==> src/rtl/spi_master_if.sv <==
// Request/response and SPI pin bundle for spi_master.
// Modport slave is the spi_master side; master is its environment (requester plus SPI slave).
interface spi_master_if #(
  parameter int ADDR_SIZE = 8
);
  logic                 start_i;
  logic [1:0]           cmd_i;
  logic [ADDR_SIZE-1:0] din_i;
  logic                 busy_o;
  logic                 done_o;
  logic [ADDR_SIZE-1:0] rd_data_o;
  logic                 err_o;
  logic                 ss_n_o;
  logic                 mosi_o;
  logic                 miso_i;

  modport master (
    output start_i, cmd_i, din_i, miso_i,
    input  busy_o, done_o, rd_data_o, err_o, ss_n_o, mosi_o
  );

  modport slave (
    input  start_i, cmd_i, din_i, miso_i,
    output busy_o, done_o, rd_data_o, err_o, ss_n_o, mosi_o
  );
endinterface

==> src/rtl/spi_master.sv <==
// Command-framed SPI master: 2-bit command + ADDR_SIZE payload out, optional read-back.
// Optional read-address-before-read-data check enabled by `define SPI_MASTER_SEQ_CHECK_EN.
module spi_master #(
  parameter int ADDR_SIZE = 8,
  parameter int RD_WAIT   = 2
) (
  input  logic         clk,
  input  logic         rst,
  spi_master_if.slave  bus
);

  localparam int FW      = ADDR_SIZE + 2;
  localparam int SH_W    = ADDR_SIZE - 1;
  localparam int CNT_MAX = (ADDR_SIZE > RD_WAIT) ? ADDR_SIZE : RD_WAIT;
  localparam int CNT_W   = $clog2(CNT_MAX + 1);

  localparam logic [CNT_W-1:0] SHIFT_LAST = CNT_W'(ADDR_SIZE);
  localparam logic [CNT_W-1:0] WAIT_LAST  = CNT_W'((RD_WAIT > 0) ? RD_WAIT - 1 : 0);
  localparam logic [CNT_W-1:0] READ_LAST  = CNT_W'(ADDR_SIZE - 1);
  localparam logic [1:0]       CMD_RD_DATA = 2'b11;

  // Pin outputs are registered one cycle ahead: each state prepares the next
  // cycle's SS_n/MOSI/done, so the done cycle is already IDLE and a start seen
  // there opens the next frame after a single SS_n-high cycle.
  typedef enum logic [2:0] {IDLE, CMD, SHIFT, WAIT, READ, END} state_e;

  state_e               state_q, state_d;
  logic [CNT_W-1:0]     cnt_q, cnt_d;
  logic [FW-1:0]        frame_q, frame_d;
  logic [1:0]           cmd_q, cmd_d;
  logic [SH_W-1:0]      shreg_q, shreg_d;
  logic [ADDR_SIZE-1:0] rd_data_q, rd_data_d;
  logic                 ss_n_q, ss_n_d;
  logic                 mosi_q, mosi_d;
  logic                 busy_q, busy_d;
  logic                 done_q, done_d;
  logic                 cap_q, cap_d;
  logic                 accept;
`ifdef SPI_MASTER_SEQ_CHECK_EN
  localparam logic [1:0] CMD_RD_ADDR = 2'b10;
  logic                 err_q, err_d;
  logic                 seen_q, seen_d;
`endif

  always_ff @(posedge clk or posedge rst) begin
    if (rst) begin
      state_q   <= IDLE;
      cnt_q     <= '0;
      frame_q   <= '0;
      cmd_q     <= '0;
      shreg_q   <= '0;
      rd_data_q <= '0;
      ss_n_q    <= 1'b1;
      mosi_q    <= 1'b0;
      busy_q    <= 1'b0;
      done_q    <= 1'b0;
      cap_q     <= 1'b0;
`ifdef SPI_MASTER_SEQ_CHECK_EN
      err_q     <= 1'b0;
      seen_q    <= 1'b0;
`endif
    end else begin
      // NOTE: non-blocking assignments so every flop samples pre-edge values.
      state_q   <= state_d;
      cnt_q     <= cnt_d;
      frame_q   <= frame_d;
      cmd_q     <= cmd_d;
      shreg_q   <= shreg_d;
      rd_data_q <= rd_data_d;
      ss_n_q    <= ss_n_d;
      mosi_q    <= mosi_d;
      busy_q    <= busy_d;
      done_q    <= done_d;
      cap_q     <= cap_d;
`ifdef SPI_MASTER_SEQ_CHECK_EN
      err_q     <= err_d;
      seen_q    <= seen_d;
`endif
    end
  end

  always_comb begin
    // NOTE: every variable gets a default first so no path can infer a latch.
    state_d   = state_q;
    cnt_d     = cnt_q;
    frame_d   = frame_q;
    cmd_d     = cmd_q;
    shreg_d   = shreg_q;
    rd_data_d = rd_data_q;
    ss_n_d    = ss_n_q;
    mosi_d    = mosi_q;
    busy_d    = busy_q;
    done_d    = 1'b0;
    cap_d     = 1'b0;
    accept    = bus.start_i;
`ifdef SPI_MASTER_SEQ_CHECK_EN
    err_d     = 1'b0;
    seen_d    = seen_q;
`endif

    // cap_q marks the cycles whose closing edge samples MISO.
    if (cap_q) shreg_d = SH_W'({shreg_q, bus.miso_i});

    unique case (state_q)
      IDLE: begin
`ifdef SPI_MASTER_SEQ_CHECK_EN
        if (bus.cmd_i == CMD_RD_DATA && !seen_q) begin
          accept = 1'b0;
          err_d  = bus.start_i;
        end
`endif
        if (accept) begin
          frame_d = {bus.cmd_i, bus.din_i};
          cmd_d   = bus.cmd_i;
          ss_n_d  = 1'b0;
          mosi_d  = bus.cmd_i[1];
          busy_d  = 1'b1;
          cnt_d   = '0;
          state_d = CMD;
        end
      end
      CMD: begin
        mosi_d  = frame_q[FW-1];
        state_d = SHIFT;
      end
      SHIFT: begin
        mosi_d  = frame_q[FW-2];
        frame_d = {frame_q[FW-2:0], 1'b0};
        if (cnt_q == SHIFT_LAST) begin
          cnt_d = '0;
          if (cmd_q != CMD_RD_DATA) state_d = END;
          else if (RD_WAIT == 0)    state_d = READ;
          else                      state_d = WAIT;
        end else begin
          cnt_d = cnt_q + CNT_W'(1);
        end
      end
      WAIT: begin
        mosi_d = 1'b0;
        if (cnt_q == WAIT_LAST) begin
          cnt_d   = '0;
          state_d = READ;
        end else begin
          cnt_d = cnt_q + CNT_W'(1);
        end
      end
      READ: begin
        mosi_d = 1'b0;
        cap_d  = 1'b1;
        if (cnt_q == READ_LAST) begin
          cnt_d   = '0;
          state_d = END;
        end else begin
          cnt_d = cnt_q + CNT_W'(1);
        end
      end
      END: begin
        ss_n_d  = 1'b1;
        mosi_d  = 1'b0;
        done_d  = 1'b1;
        busy_d  = 1'b0;
        state_d = IDLE;
        // The last MISO bit is taken straight from the pin on this edge.
        if (cmd_q == CMD_RD_DATA) rd_data_d = {shreg_q, bus.miso_i};
`ifdef SPI_MASTER_SEQ_CHECK_EN
        if (cmd_q == CMD_RD_ADDR)      seen_d = 1'b1;
        else if (cmd_q == CMD_RD_DATA) seen_d = 1'b0;
`endif
      end
      default: state_d = IDLE;
    endcase
  end

  assign bus.busy_o    = busy_q;
  assign bus.done_o    = done_q;
  assign bus.rd_data_o = rd_data_q;
  assign bus.ss_n_o    = ss_n_q;
  assign bus.mosi_o    = mosi_q;
`ifdef SPI_MASTER_SEQ_CHECK_EN
  assign bus.err_o     = err_q;
`else
  assign bus.err_o     = 1'b0;
`endif

endmodule

==> src/flat_wrapper.sv <==
// flat-port wrapper written by rule: the top's interface ports become plain ports
module spi_master_flat 
#(
  parameter int ADDR_SIZE = 8,
  parameter int RD_WAIT   = 2
)
  (clk, rst, bus_start_i, bus_cmd_i, bus_din_i, bus_miso_i, bus_busy_o, bus_done_o, bus_rd_data_o, bus_err_o, bus_ss_n_o, bus_mosi_o);
  spi_master_if #(.ADDR_SIZE(ADDR_SIZE)) bus_i ();
  input  logic clk;
  input  logic rst;
  input wire logic [$bits(bus_i.start_i)-1:0] bus_start_i;
  input wire logic [$bits(bus_i.cmd_i)-1:0] bus_cmd_i;
  input wire logic [$bits(bus_i.din_i)-1:0] bus_din_i;
  input wire logic [$bits(bus_i.miso_i)-1:0] bus_miso_i;
  output wire logic [$bits(bus_i.busy_o)-1:0] bus_busy_o;
  output wire logic [$bits(bus_i.done_o)-1:0] bus_done_o;
  output wire logic [$bits(bus_i.rd_data_o)-1:0] bus_rd_data_o;
  output wire logic [$bits(bus_i.err_o)-1:0] bus_err_o;
  output wire logic [$bits(bus_i.ss_n_o)-1:0] bus_ss_n_o;
  output wire logic [$bits(bus_i.mosi_o)-1:0] bus_mosi_o;
  assign bus_i.start_i = bus_start_i;
  assign bus_i.cmd_i = bus_cmd_i;
  assign bus_i.din_i = bus_din_i;
  assign bus_i.miso_i = bus_miso_i;
  assign bus_busy_o = bus_i.busy_o;
  assign bus_done_o = bus_i.done_o;
  assign bus_rd_data_o = bus_i.rd_data_o;
  assign bus_err_o = bus_i.err_o;
  assign bus_ss_n_o = bus_i.ss_n_o;
  assign bus_mosi_o = bus_i.mosi_o;
  spi_master #(.ADDR_SIZE(ADDR_SIZE), .RD_WAIT(RD_WAIT)) u_core (.clk(clk), .rst(rst), .bus(bus_i));
endmodule
==> config.mk <==
export PLATFORM = sky130hd
export DESIGN_NAME = spi_master_flat
export DESIGN_NICKNAME = d
export VERILOG_FILES = /design/src/rtl/spi_master_if.sv /design/src/rtl/spi_master.sv /design/src/flat_wrapper.sv
export SDC_FILE = /design/constraint.sdc
export NUM_CORES = 1
export LEC_CHECK = 0
export ABC_AREA = 1
export ABC_CLOCK_PERIOD_IN_PS = 1600
export CAP_MARGIN = 30
export CELL_PAD_IN_SITES_DETAIL_PLACEMENT = 2
export CELL_PAD_IN_SITES_GLOBAL_PLACEMENT = 2
export CORE_MARGIN = 3
export CORE_UTILIZATION = 32
export CTS_CLUSTER_DIAMETER = 150
export CTS_CLUSTER_SIZE = 28
export DETAILED_ROUTE_END_ITERATION = 8
export PLACE_DENSITY = 0.82
export SKIP_CTS_REPAIR_TIMING = 1
export SYNTH_ARGS = -nofsm -noshare
export SYNTH_HDL_FRONTEND = slang
export SYNTH_SLANG_ARGS = --single-unit
==> constraint.sdc <==
create_clock -name clk -period 1.6 [get_ports clk]
set_input_delay 0.32 -clock clk [delete_from_list [all_inputs] [get_ports clk]]
set_output_delay 0.32 -clock clk [all_outputs]
set_load 0.005 [all_outputs]
* Yosys cells after proc, flatten, opt, wreduce, memory -nomap -nowiden *
Index checks and enable logic that the tools add are counted.

storage, ports and cells
  register bits = 39
  bits of input ports = 14
  logic and storage cells = 60

cells by class
  add/subtract/negate cells = 1
  equality and inequality tests = 14
  muxes and demuxes = 21
  reductions and logical operators = 13

operators by type and width
  operator                                                                count
  10-bit case mux with 2 select lines                                     1
  4-bit two-way mux                                                       4
  4-bit case mux with 4 select lines                                      1
  3-bit two-way mux                                                       5
  3-bit case mux with 5 select lines                                      1
  2-bit AND reduction                                                     6
  10-bit two-way mux                                                      1
  4-bit nonzero test                                                      2
  3-bit by 2-bit equality test with 1-bit output (second input constant)  2
  3-bit equality test (second input constant)                             2
  2-bit by 1-bit != test with 1-bit output (second input constant)        3
  1-bit two-way mux                                                       5
  4-bit by 1-bit adder with 4-bit output (second input constant)          1
  4-bit by 1-bit equality test with 1-bit output (second input constant)  1
  4-bit by 3-bit equality test with 1-bit output (second input constant)  1
  4-bit equality test (second input constant)                             1
  2-bit != test (second input constant)                                   2
  1-bit case mux with 2 select lines                                      2
  1-bit case mux with 4 select lines                                      1
  4-bit AND reduction                                                     1
  2-bit nonzero test                                                      2
  3-bit by 1-bit equality test with 1-bit output (second input constant)  1
  3-bit zero test                                                         1
  3-bit OR reduction                                                      1
  2-bit equality test (second input constant)                             1

* Longest topological paths before layout *
  word-level depth = 4
  mapped depth = 9
  gate-level depth less buffers = 9

* Least setup slack after synthesis *
Ideal clock, no wire load.

  path kind = reg2reg
  from = register u_core.state_q[0]
  to = register u_core.frame_q[1]
  setup time = 0.074 ns
  arrival = 1.171 ns
  data required time = 1.526 ns
  path slack = 0.355 ns
  cell stages (with the launch flop) = 7
  path buffers = 1
  period minus slack after synthesis = 1.245 ns
  cell sequence = dfrtp_1 -> nor2_1 -> nand3_4 -> nand2_4 -> buf_12 -> o211ai_2 -> o21ai_2

between the ends
  word-level cells in the longest chain between the ends = 3

RTL lines
  what                                                                               line               text
  from (decl)                                                                        spi_master.sv:27   state_e state_q, state_d;
  from (signal assigned)                                                             spi_master.sv:64   state_q <= state_d;
  3-bit by 2-bit equality test with 1-bit output or 3-bit zero test (tied branches)  spi_master.sv:104  unique case (state_q)
  2-bit nonzero test (no line) or 2-bit != test (tied branches)                      -
  2-bit AND reduction (no line)                                                      -
  to (signal assigned)                                                               spi_master.sv:66   frame_q <= frame_d;
  to (decl)                                                                          spi_master.sv:29   logic [FW-1:0] frame_q, frame_d;

Several ways; a longest one is shown, not always the timed one.
A chain may end at the register's enable or synchronous reset.

* Worst setup path in the final report *
  from = register u_core.rd_data_q[0], in the netlist u_core.bus.rd_data_o[0]
  to = output bus_rd_data_o[0]

RTL lines
  what                    line                text
  from (decl)             spi_master.sv:32    logic [ADDR_SIZE-1:0] rd_data_q, rd_data_d;
  from (signal assigned)  spi_master.sv:69    rd_data_q <= rd_data_d;
  to (decl)               flat_wrapper.sv:17  output wire logic [$bits(bus_i.rd_data_o)-1:0] bus_rd_data_o;

No word-level cell between the ends.

==> results_dict.tcl <==
set metrics [dict create \
    area_delta_synth_final_pct 23.9 \
    cts_buffer_depth 2 \
    ys.flop_type "dfrtp_1" \
    syn-cell-area_mm2 0.00191 \
    peakVddDrop_mv 0.557 \
    synth_common_cells "59 x nand2_1, 38 x dfrtp_1, 24 x inv_1" \
    drtIter0Drc 40 \
    r2r_setup_slack_ps 160 \
    antenna_found_initial 0 \
    utilization_pct 41.9 \
    fp-row-count 27 \
    min_period_ps 1500 \
    insertedDiodeCount 0 \
    n_fill_cell 643 \
    cpLargestDelayFamily "buffers and inverters" \
    vias_per_cell 4.86 \
    seqPwrFrac_pct 39.4 \
    p_leak_uw 0.00114 \
    drc 0 \
    synth-edff-count 0 \
    ys_seq_area_share_pct 51.2 \
    postSynthAreaPerCell_um2 8.59 \
    io_pins 27 \
    switching_power_uw 1800 \
    path_clk_slew_ps 90 \
    dp_slack_ps 37.6 \
    grt_setup_unrepaired "no" \
    grt_pass1_wl_um 8450 \
    skew_ps 7.83 \
    drive_gt1_share_pct 13.0 \
    ys_seq_elements 39 \
    setup_slack_ps 97.3 \
    core_area_mm2 0.00564 \
    critPathCaptureType "output pin" \
    synth_cell_types 28 \
    synth.top_cell.area_share_pct 49.9 \
    fin_nets 270 \
    critPathMaxStageDelay_ps 510 \
    post-dp-hpwl_um 3630 \
    comb_power_share_pct 41.4 \
    start_kind "register" \
    power_switching_share_pct 40.4 \
    fin_crit_sh_pct 93.9 \
    power_density_mw_per_mm2 1880 \
    grt_usage_pct 15.1 \
    critPathKind "register to output pin" \
    h-tree-depth 2 \
    cts_root_buf "clkbuf_8" \
    pwr-share-clk_pct 19.3 \
    clock_latency_ps 300 \
    dr.pass1.iters 4 \
    ys_top_cells_by_area "dfrtp_1 50%, nand2_1 12%, nand3_1 5.0%, inv_1 4.7%, nor2_1 3.5%" \
    yosysMostFrequentCell "nand2_1" \
    crit_slowest_cell "clkdlybuf4s50_1" \
    routed_wirelength_um 4840 \
    vias 1585 \
    cp.arrival_ps 1180 \
    cts_buffers 5 \
    cp_max_fo 2 \
    routabilityCongestion 0.736 \
    die-area_mm2 0.00692 \
    grt_overflow 0 \
    status "finished, final reports clean" \
    hold_viol 0 \
    maxSlewViolCount 0 \
    synth_largest_area_cell "dfrtp_1" \
    cts_sinks 39 \
    cts_tree "done" \
    drv_cap 0 \
    path_cells "clkdlybuf4s50_1" \
    wl_per_cell_um 14.9 \
    min_path_type "input pin to asynchronous set/reset pin" \
    grt_pass1_vias 1736 \
    portBuffers 25 \
    p_int_uw 2650 \
    start_util_pct 33.8 \
    ys.warnings.count 0 \
    critical_path_buf_inv_count 1 \
    synthArstFlopShare_pct 100 \
    setup_viol 0 \
    syn_inst 222 \
    syn_nets 239 \
    antenna_left 0 \
    grt_max_degree 40 \
    die_h_um 83.2 \
    fmax_mhz 665 \
    die_x_um 83.2 \
    cp.required_ps 1280 \
]
## final timing paths
check,depth (start not counted),endpoint,start
setup / recovery,1,bus_rd_data_o[0],u_core.bus.rd_data_o[0]$_DFFE_PP0P_
setup reg to reg,5,u_core.frame_q[6]$_DFFE_PP0P_,u_core.state_q[0]$_DFFE_PP0P_
max in group asynchronous,3,u_core.bus.ss_n_o$_DFFE_PP1P_,rst
min in group clk,2,u_core.bus.ss_n_o$_DFFE_PP1P_,u_core.bus.ss_n_o$_DFFE_PP1P_
hold / removal,3,u_core.bus.rd_data_o[1]$_DFFE_PP0P_,rst
hold reg to reg,2,u_core.bus.ss_n_o$_DFFE_PP1P_,u_core.bus.ss_n_o$_DFFE_PP1P_
## per-layer routing
layer | vias to the layer above | global-route usage, % | part of all wire [%]
met2 | 26 | 25.7 | 49
met3 | 5 | 3.97 | 3.7
met1 | 786 | 19.2 | 46
met5 | - | 0 | 0
met4 | 0 | 3.57 | 1.1
li1 | 768 | - | -
## cell families after synthesis
group                    count (synthesis)  share of synthesized area [%]
AND/OR/NAND/NOR                        116                           28.0
other                                    1                          0.197
buffers and inverters                   33                           8.46
flip-flops                              39                           51.2
AO/OA/AOI/OAI                           29                           9.65
adder cells (fa/ha/maj)                  3                           1.97
XOR/XNOR                                 1                          0.459
## power by group through the flow
| stage | registers, uW | clock network, uW | logic [uW] |
|---|---|---|---|
| 2_1_floorplan | 1670 | 0 | 1270 |
| 5_1_grt | 1820 | 928 | 2100 |
| 3_5_place_dp | 1770 | 0 | 1860 |
| 6_report | 1750 | 857 | 1840 |
| 4_1_cts | 1750 | 876 | 1880 |
| 3_3_place_gp | 1740 | 0 | 1750 |
## through the flow
step	area, um2	total power (uW)	cells	setup TNS [ps]	hold slack (ps)
2_1_floorplan	1910	2940	222	0	437
3_3_place_gp	2240	3490	318	0	451
3_5_place_dp	2240	3640	318	0	466
4_1_cts	2350	4510	326	-46.0	385
5_1_grt	2360	4850	326	0	380
6_report	2360	4450	326	0	373
## flip-flops by register name (all words and copies together) (netlist names), 2 cells and up
| name | cells |
|---|---|
| u_core.frame_q | 10 |
| u_core.bus.rd_data_o | 8 |
| u_core.shreg_q | 7 |
| u_core.cnt_q | 4 |
| u_core.state_q | 3 |
| u_core.cmd_q | 2 |
## final cells by class
| class | instances | area (um2) | area share [%] |
|---|---|---|---|
| flip-flops and latches | 39 | 977 | 41.4 |
| multi-input cells | 150 | 776 | 32.8 |
| repair buffers | 29 | 295 | 12.5 |
| inverters | 28 | 108 | 4.56 |
| well taps | 72 | 90.1 | 3.81 |
| clock buffers | 5 | 68.8 | 2.91 |
| clock inverters | 3 | 47.5 | 2.01 |
## cell usage in the layout (no fill, tap or decap)
cell,synthesis,routed
conb_1,1,1
nor3_1,5,5
clkdlybuf4s50_1,0,24
nand2_1,59,59
clkbuf_8,0,5
buf_4,1,3
nand4_1,6,6
inv_6,0,1
nand3_1,19,19
nand3_4,1,1
clkinv_4,0,1
inv_4,1,1
nand2_4,3,3
a21oi_1,7,7
nor2_2,2,2
dfrtp_1,38,38
nor2_1,18,17
o21ai_1,4,4
o211ai_1,2,2
dlymetal6s2s_1,0,1
buf_12,1,1
o211ai_2,3,3
inv_1,24,24
nor2_4,1,2
bufinv_16,0,1
nand2_2,2,2
xor2_1,1,1
ha_1,3,3
inv_2,3,3
dfstp_2,1,1
o21ai_2,3,3
o21ai_0,10,10
Power figures use the tool's default switching activity.
